`src/rtl/clb_pkg.sv`:
```
// Camera Link Base shared definitions: lane geometry, XCLK pattern, word layout.
// Used by both the receiver and the transmit model so the bit mapping stays in one place.
package clb_pkg;

  localparam int CLB_LANES = 4;
  localparam int CLB_SER   = 7;
  localparam int CLB_WORD_W = CLB_LANES * CLB_SER;

  localparam logic [6:0] CLB_CLK_PAT = 7'b1100011;

  localparam int CLB_LVAL_IDX  = 24;
  localparam int CLB_FVAL_IDX  = 25;
  localparam int CLB_DVAL_IDX  = 26;
  localparam int CLB_SPARE_IDX = 27;

  typedef struct packed {
    logic       spare;
    logic       dval;
    logic       fval;
    logic       lval;
    logic [7:0] c;
    logic [7:0] b;
    logic [7:0] a;
  } clb_word_t;

  typedef enum logic [1:0] {
    CLB_HUNT   = 2'd0,
    CLB_CHECK  = 2'd1,
    CLB_LOCKED = 2'd2
  } clb_rx_state_t;

  // Lane n occupies sh[n*7 +: 7] with the oldest bit at the MSB; word bit n*7+k is serial bit k.
  function automatic clb_word_t clb_unpack(input logic [CLB_WORD_W-1:0] sh);
    logic [CLB_WORD_W-1:0] w;
    w = {CLB_WORD_W{1'b0}};
    for (int n = 0; n < CLB_LANES; n++) begin
      for (int k = 0; k < CLB_SER; k++) begin
        w[n*CLB_SER + k] = sh[n*CLB_SER + CLB_SER - 1 - k];
      end
    end
    return clb_word_t'(w);
  endfunction

endpackage

```
`src/rtl/clb_rx_align.sv`:
```
// Camera Link Base alignment: lane shift registers plus HUNT/CHECK/LOCKED tracking of XCLK.
// word_vld and lock_drop are combinational strobes valid in the cycle the 7th bit is present.
module clb_rx_align
  import clb_pkg::*;
#(
  parameter int LOCK_CNT   = 4,
  parameter int UNLOCK_CNT = 2
) (
  input  logic                  clk,
  input  logic                  rst,
  input  logic [CLB_LANES-1:0]  x_d,
  input  logic                  x_clk,
  output logic                  word_vld,
  output clb_word_t             word,
  output logic                  locked,
  output logic                  lock_err,
  output logic                  lock_drop
);

  localparam int GOOD_W = $clog2(LOCK_CNT + 1);
  localparam int BAD_W  = $clog2(UNLOCK_CNT + 1);

  logic [CLB_SER-1:0]    clk_sh_r;
  logic [CLB_WORD_W-1:0] lane_sh_r;
  clb_rx_state_t         state_r;
  logic [2:0]            phase_r;
  logic [GOOD_W-1:0]     good_r;
  logic [BAD_W-1:0]      bad_r;

  logic match_s;
  logic tick_s;

  // Match detection, word decode and the one-cycle strobes handed to the top.
  always_comb begin
    match_s   = (clk_sh_r == CLB_CLK_PAT);
    tick_s    = (phase_r == 3'd6);
    word      = clb_unpack(lane_sh_r);
    word_vld  = (state_r == CLB_LOCKED) && tick_s && match_s;
    lock_drop = (state_r == CLB_LOCKED) && tick_s && !match_s &&
                (bad_r == BAD_W'(UNLOCK_CNT - 1));
  end

  // Serial capture: newest bit enters at the LSB of every lane.
  always_ff @(posedge clk) begin
    if (rst) begin
      clk_sh_r  <= '0;
      lane_sh_r <= '0;
    end else begin
      clk_sh_r <= {clk_sh_r[CLB_SER-2:0], x_clk};
      for (int n = 0; n < CLB_LANES; n++) begin
        lane_sh_r[n*CLB_SER +: CLB_SER] <= {lane_sh_r[n*CLB_SER +: CLB_SER-1], x_d[n]};
      end
    end
  end

  // Alignment FSM with registered locked / lock_err.
  always_ff @(posedge clk) begin
    if (rst) begin
      state_r  <= CLB_HUNT;
      phase_r  <= 3'd0;
      good_r   <= '0;
      bad_r    <= '0;
      locked   <= 1'b0;
      lock_err <= 1'b0;
    end else begin
      lock_err <= 1'b0;
      case (state_r)
        CLB_HUNT: begin
          if (match_s) begin
            state_r <= CLB_CHECK;
            phase_r <= 3'd0;
            good_r  <= GOOD_W'(1);
          end
        end
        CLB_CHECK: begin
          phase_r <= tick_s ? 3'd0 : phase_r + 3'd1;
          if (tick_s) begin
            if (!match_s) begin
              state_r <= CLB_HUNT;
            end else if (good_r + GOOD_W'(1) == GOOD_W'(LOCK_CNT)) begin
              state_r <= CLB_LOCKED;
              locked  <= 1'b1;
              bad_r   <= '0;
            end else begin
              good_r <= good_r + GOOD_W'(1);
            end
          end
        end
        CLB_LOCKED: begin
          phase_r <= tick_s ? 3'd0 : phase_r + 3'd1;
          if (tick_s) begin
            if (match_s) begin
              bad_r <= '0;
            end else if (lock_drop) begin
              state_r  <= CLB_HUNT;
              locked   <= 1'b0;
              lock_err <= 1'b1;
              bad_r    <= '0;
            end else begin
              bad_r <= bad_r + BAD_W'(1);
            end
          end
        end
        default: begin
          state_r <= CLB_HUNT;
          locked  <= 1'b0;
        end
      endcase
    end
  end

endmodule

```
`src/rtl/clb_rx.sv`:
```
// Camera Link Base receiver top: registered pixel outputs and line/frame statistics.
// Statistics advance only on decoded words and are cleared whenever lock is lost.
module clb_rx
  import clb_pkg::*;
#(
  parameter int LOCK_CNT   = 4,
  parameter int UNLOCK_CNT = 2,
  parameter int CNT_W      = 16
) (
  input  logic             clk,
  input  logic             rst,
  input  logic [3:0]       x_d,
  input  logic             x_clk,
  output logic             pix_vld,
  output logic [23:0]      pix_data,
  output logic             lval,
  output logic             fval,
  output logic             dval,
  output logic             spare,
  output logic             locked,
  output logic             lock_err,
  output logic [CNT_W-1:0] line_len,
  output logic             line_stat,
  output logic [CNT_W-1:0] frame_lines,
  output logic             frame_stat
);

  logic       word_vld_s;
  clb_word_t  word_s;
  logic       lock_drop_s;

  logic [CNT_W-1:0] line_cnt_r;
  logic [CNT_W-1:0] frame_cnt_r;
  logic [CNT_W-1:0] lines_next_s;
  logic             line_fall_s;
  logic             fval_fall_s;

  function automatic logic [CNT_W-1:0] sat_inc(input logic [CNT_W-1:0] v);
    if (&v) return v;
    else    return v + CNT_W'(1);
  endfunction

  clb_rx_align #(
    .LOCK_CNT   (LOCK_CNT),
    .UNLOCK_CNT (UNLOCK_CNT)
  ) u_align (
    .clk       (clk),
    .rst       (rst),
    .x_d       (x_d),
    .x_clk     (x_clk),
    .word_vld  (word_vld_s),
    .word      (word_s),
    .locked    (locked),
    .lock_err  (lock_err),
    .lock_drop (lock_drop_s)
  );

  // Edge detection against the previous decoded word; a line ending inside a frame counts first.
  always_comb begin
    line_fall_s = lval & ~word_s.lval;
    fval_fall_s = fval & ~word_s.fval;
    if (line_fall_s && fval) begin
      lines_next_s = sat_inc(frame_cnt_r);
    end else begin
      lines_next_s = frame_cnt_r;
    end
  end

  // Output word registers and statistics counters.
  always_ff @(posedge clk) begin
    if (rst) begin
      pix_vld     <= 1'b0;
      pix_data    <= 24'd0;
      lval        <= 1'b0;
      fval        <= 1'b0;
      dval        <= 1'b0;
      spare       <= 1'b0;
      line_len    <= '0;
      line_stat   <= 1'b0;
      frame_lines <= '0;
      frame_stat  <= 1'b0;
      line_cnt_r  <= '0;
      frame_cnt_r <= '0;
    end else begin
      pix_vld    <= word_vld_s;
      line_stat  <= 1'b0;
      frame_stat <= 1'b0;
      if (lock_drop_s) begin
        lval        <= 1'b0;
        fval        <= 1'b0;
        dval        <= 1'b0;
        line_cnt_r  <= '0;
        frame_cnt_r <= '0;
      end else if (word_vld_s) begin
        pix_data <= {word_s.c, word_s.b, word_s.a};
        lval     <= word_s.lval;
        fval     <= word_s.fval;
        dval     <= word_s.dval;
        spare    <= word_s.spare;
        if (line_fall_s) begin
          line_len   <= line_cnt_r;
          line_stat  <= 1'b1;
          line_cnt_r <= '0;
        end else if (word_s.lval && word_s.dval) begin
          line_cnt_r <= lval ? sat_inc(line_cnt_r) : CNT_W'(1);
        end
        if (fval_fall_s) begin
          frame_lines <= lines_next_s;
          frame_stat  <= 1'b1;
          frame_cnt_r <= '0;
        end else begin
          frame_cnt_r <= lines_next_s;
        end
      end
    end
  end

endmodule

```
`config.mk`:
```
export PLATFORM = sky130hd
export DESIGN_NAME = clb_rx
export DESIGN_NICKNAME = d
export VERILOG_FILES = /design/src/rtl/clb_pkg.sv /design/src/rtl/clb_rx_align.sv /design/src/rtl/clb_rx.sv
export SDC_FILE = /design/constraint.sdc
export NUM_CORES = 1
export LEC_CHECK = 0
export CAP_MARGIN = 20
export CORE_MARGIN = 3
export CORE_UTILIZATION = 55
export DETAILED_ROUTE_END_ITERATION = 12
export GPL_ROUTABILITY_DRIVEN = 1
export GPL_TIMING_DRIVEN = 0
export HOLD_SLACK_MARGIN = 0.12
export PLACE_DENSITY = 0.79
export SKIP_CTS_REPAIR_TIMING = 1
export SYNTH_ARGS = -nofsm -noshare
export SYNTH_HDL_FRONTEND = slang
export SYNTH_SLANG_ARGS = --single-unit
```
`constraint.sdc`:
```
create_clock -name clk -period 2.9 [get_ports clk]
set_clock_uncertainty 0.1 [all_clocks]
set_input_delay 0.435 -clock clk [delete_from_list [all_inputs] [get_ports clk]]
set_output_delay 0.435 -clock clk [all_outputs]
set_load 0.01 [all_outputs]
```
==> impl_metrics.tcl, run 1 <==
set metrics [dict create \
    synth_area_per_cell_um2 8.50 \
    vias_per_cell 5.79 \
    cts_tree "built" \
    gp_congestion 0.900 \
    status "completed" \
    drive_gt1_share_pct 8.18 \
    antenna_found_initial 0 \
    fin_tns_setup_ps 0 \
    crit_fanout 10 \
    worstSetupStartpointType "flip-flop" \
    overflow 0 \
    end_kind "flip-flop" \
    clk_latency_ps 530 \
    drtIter0Drc 368 \
    critPathArrivalTime_ps 2930 \
    fp.coreArea_mm2 0.0105 \
    place_hpwl_um 10500 \
    initial_utilization_pct 57.3 \
    yosys.area.top_type "dfxtp_1" \
    r2r_start "u_align.state_r[0]" \
    diodes 0 \
    dieArea_mm2 0.0122 \
    hold_path_end "pix_data[14]" \
    port_buffers 70 \
    timing.fmax_mhz 385 \
    place_inst 911 \
    synth_flop_cell "dfxtp_1" \
    synth_area_leaders "dfxtp_1 (47%), nand2_1 (8.1%), a21oi_1 (6.7%), nor2b_1 (4.4%), nor2_1 (2.7%)" \
    worstSetupPathType "flip-flop to flip-flop" \
    synth_area_mm2 0.00599 \
    worstReg2RegEnd "line_cnt_r[6]" \
    p_per_area_mw_per_mm2 569 \
    area_growth_pct 24.2 \
    grt_start_max_net_pins 17 \
    ant_nets 0 \
    clk_pin_slew_ps 60 \
    die_width_um 110 \
    drc 0 \
    drv_slew 0 \
    root_buffer "clkbuf_8" \
    mostFrequentLayoutCell "dfxtp_1" \
    synth_seq_cells 142 \
    syn_inst 705 \
    max_slew_margin_pct 45.9 \
    track_usage_pct 26.0 \
    layout_common_cells "dfxtp_1 (142), nand2_1 (129), a21oi_1 (80)" \
    required_ps 3230 \
    final_hold_viol_count 0 \
    rsz0062_at_grt "false" \
    cts_made_buffers 17 \
    fin_crit_ps 2600 \
    wl_per_cell_um 15.9 \
    wirelength_um 15000 \
    synth_top_area_share_pct 47.5 \
    yosysWarningCount 0 \
    rr_worst_depth 9 \
    synth_nets 719 \
    synth_seq_area_share_pct 47.5 \
    holdPathStages 2 \
    vias 5462 \
    clock-sinks 142 \
    ioPinCount 72 \
    min_from "u_align.lane_sh_r[20]" \
    rows 37 \
    vdd.ir_drop.worst_uv 425 \
    p_leak_nw 2.44 \
    clk_path_buf_depth 2 \
    first_pass_iters 5 \
    die_h_um 110 \
    maxCapViolCount 0 \
    regToRegSetupSlack_ps 300 \
    hp-class "flip-flop to flip-flop" \
    ys_async_sr_fraction_pct 0 \
    worst_pin_slew_ps 804 \
    layoutNonFillerInstCount 943 \
    fin_crit_sh_pct 89.5 \
    ys_types 66 \
    htreeDepth 4 \
    setup_violations 0 \
    grt_pass1_vias 5089 \
    fin_nets 808 \
    grt_first_pass_wirelength_um 24800 \
    synth_edf_count 0 \
]
kinds of logic after synthesis:
group,share of synthesized area [%]
buf+inv,3.57
simple gates,27.3
fa+ha+maj,1.46
compound gates,17.7
xor+xnor,1.61
flops,47.5
mux,0.877
synth_stat cells (2+ instances only):
cell,count
nor4_1,7
and3b_1,2
buf_2,13
and2_1,3
nand3_1,21
or4_1,3
clkbuf_2,2
ha_1,7
nand4_1,12
o2111ai_1,2
a311oi_1,9
a211oi_1,12
a22o_1,2
nor2b_1,42
a21o_1,2
nand2_1,129
nand2b_1,3
nand3b_1,7
dfxtp_1,142
a41oi_1,6
mux2_2,2
clkbuf_1,31
xnor2_1,4
and3_1,4
xor2_1,7
nor3b_1,2
nor2_1,43
or3_1,5
nor4_2,2
o211ai_1,4
nand4b_1,3
inv_1,6
o21ai_2,2
o21ai_0,29
nor3_1,11
mux2i_1,3
a31oi_1,13
a21oi_1,80
worst max path at each step:
stage	from	endpoint	slack, ps	depth (start not counted)
after CTS	u_align.state_r[0]	line_cnt_r[6]	330	9
after global placement	u_align.state_r[0]	line_len[4]	430	9
after global routing	u_align.state_r[0]	line_cnt_r[5]	110	9
after detailed placement	u_align.state_r[0]	line_cnt_r[6]	360	9
after floorplan	line_cnt_r[0]	line_cnt_r[12]	820	8
final	u_align.state_r[0]	line_cnt_r[6]	300	9
worst max-delay path, cell delays in order, from the launching register on:
cell	delay [ps]
dfxtp_1	310
inv_1	100
ha_1	150
buf_2	210
nand4b_1	230
nor3_4	400
o2111a_1	360
buf_2	260
a21oi_1	120
a311oi_1	260
registers in the layout (all words and copies together), names as in the netlist, 7 cells and up:
signal	cells
frame_cnt_r	16
line_len	16
line_cnt_r	16
u_align.clk_sh_r	7
pix_data	24
frame_lines	16
u_align.lane_sh_r	28
through the flow:
stage / hold slack, ps / cell area (um^2) / utilization, % / setup WS, ps / power [mW]
final: 341 / 7440 / 71.1 / 304 / 4.23
after global routing: 358 / 7440 / 71.1 / 114 / 4.35
after CTS: 338 / 7440 / 71.1 / 327 / 4.25
after global placement: 324 / 6860 / 65.6 / 430 / 2.16
after floorplan: 317 / 5990 / - / 822 / 2.12
after detailed placement: 337 / 6860 / 65.6 / 357 / 2.16
cell type report:
| class | instances | area, um^2 |
|---|---|---|
| Buffer | 46 | 191 |
| Clock buffer | 18 | 418 |
| Clock inverter | 14 | 160 |
| Fill cell | 823 | 3020 |
| Inverter | 6 | 22.5 |
| Multi-Input combinational cell | 511 | 2930 |
| Sequential cell | 142 | 2840 |
| Tap cell | 136 | 170 |
| Timing Repair Buffer | 70 | 701 |
routing by layer:
metal	vias up	global-route usage (%)	share of wire, %	wire [um]
li1	2680	-	-	-
met4	0	9.94	2.0	301
met5	-	0	0	0
met2	177	43.1	48	7260
met3	29	4.95	5.0	749
met1	2576	33.7	45	6710
power breakdown:
part	switching (mW)	leakage [nW]	internal [mW]
clock	0.869	0.280	1.24
combinational	0.0940	1.02	0.0450
sequential	0.0128	1.15	1.97
Note: power is estimated with default switching activity, not from simulation.
==> run 2: changes to the inputs <==
Settings changed: SLEW_MARGIN from default to 20.
==> results of run 2 <==
Final layout, timing and power as in run 1 (identical DEF).
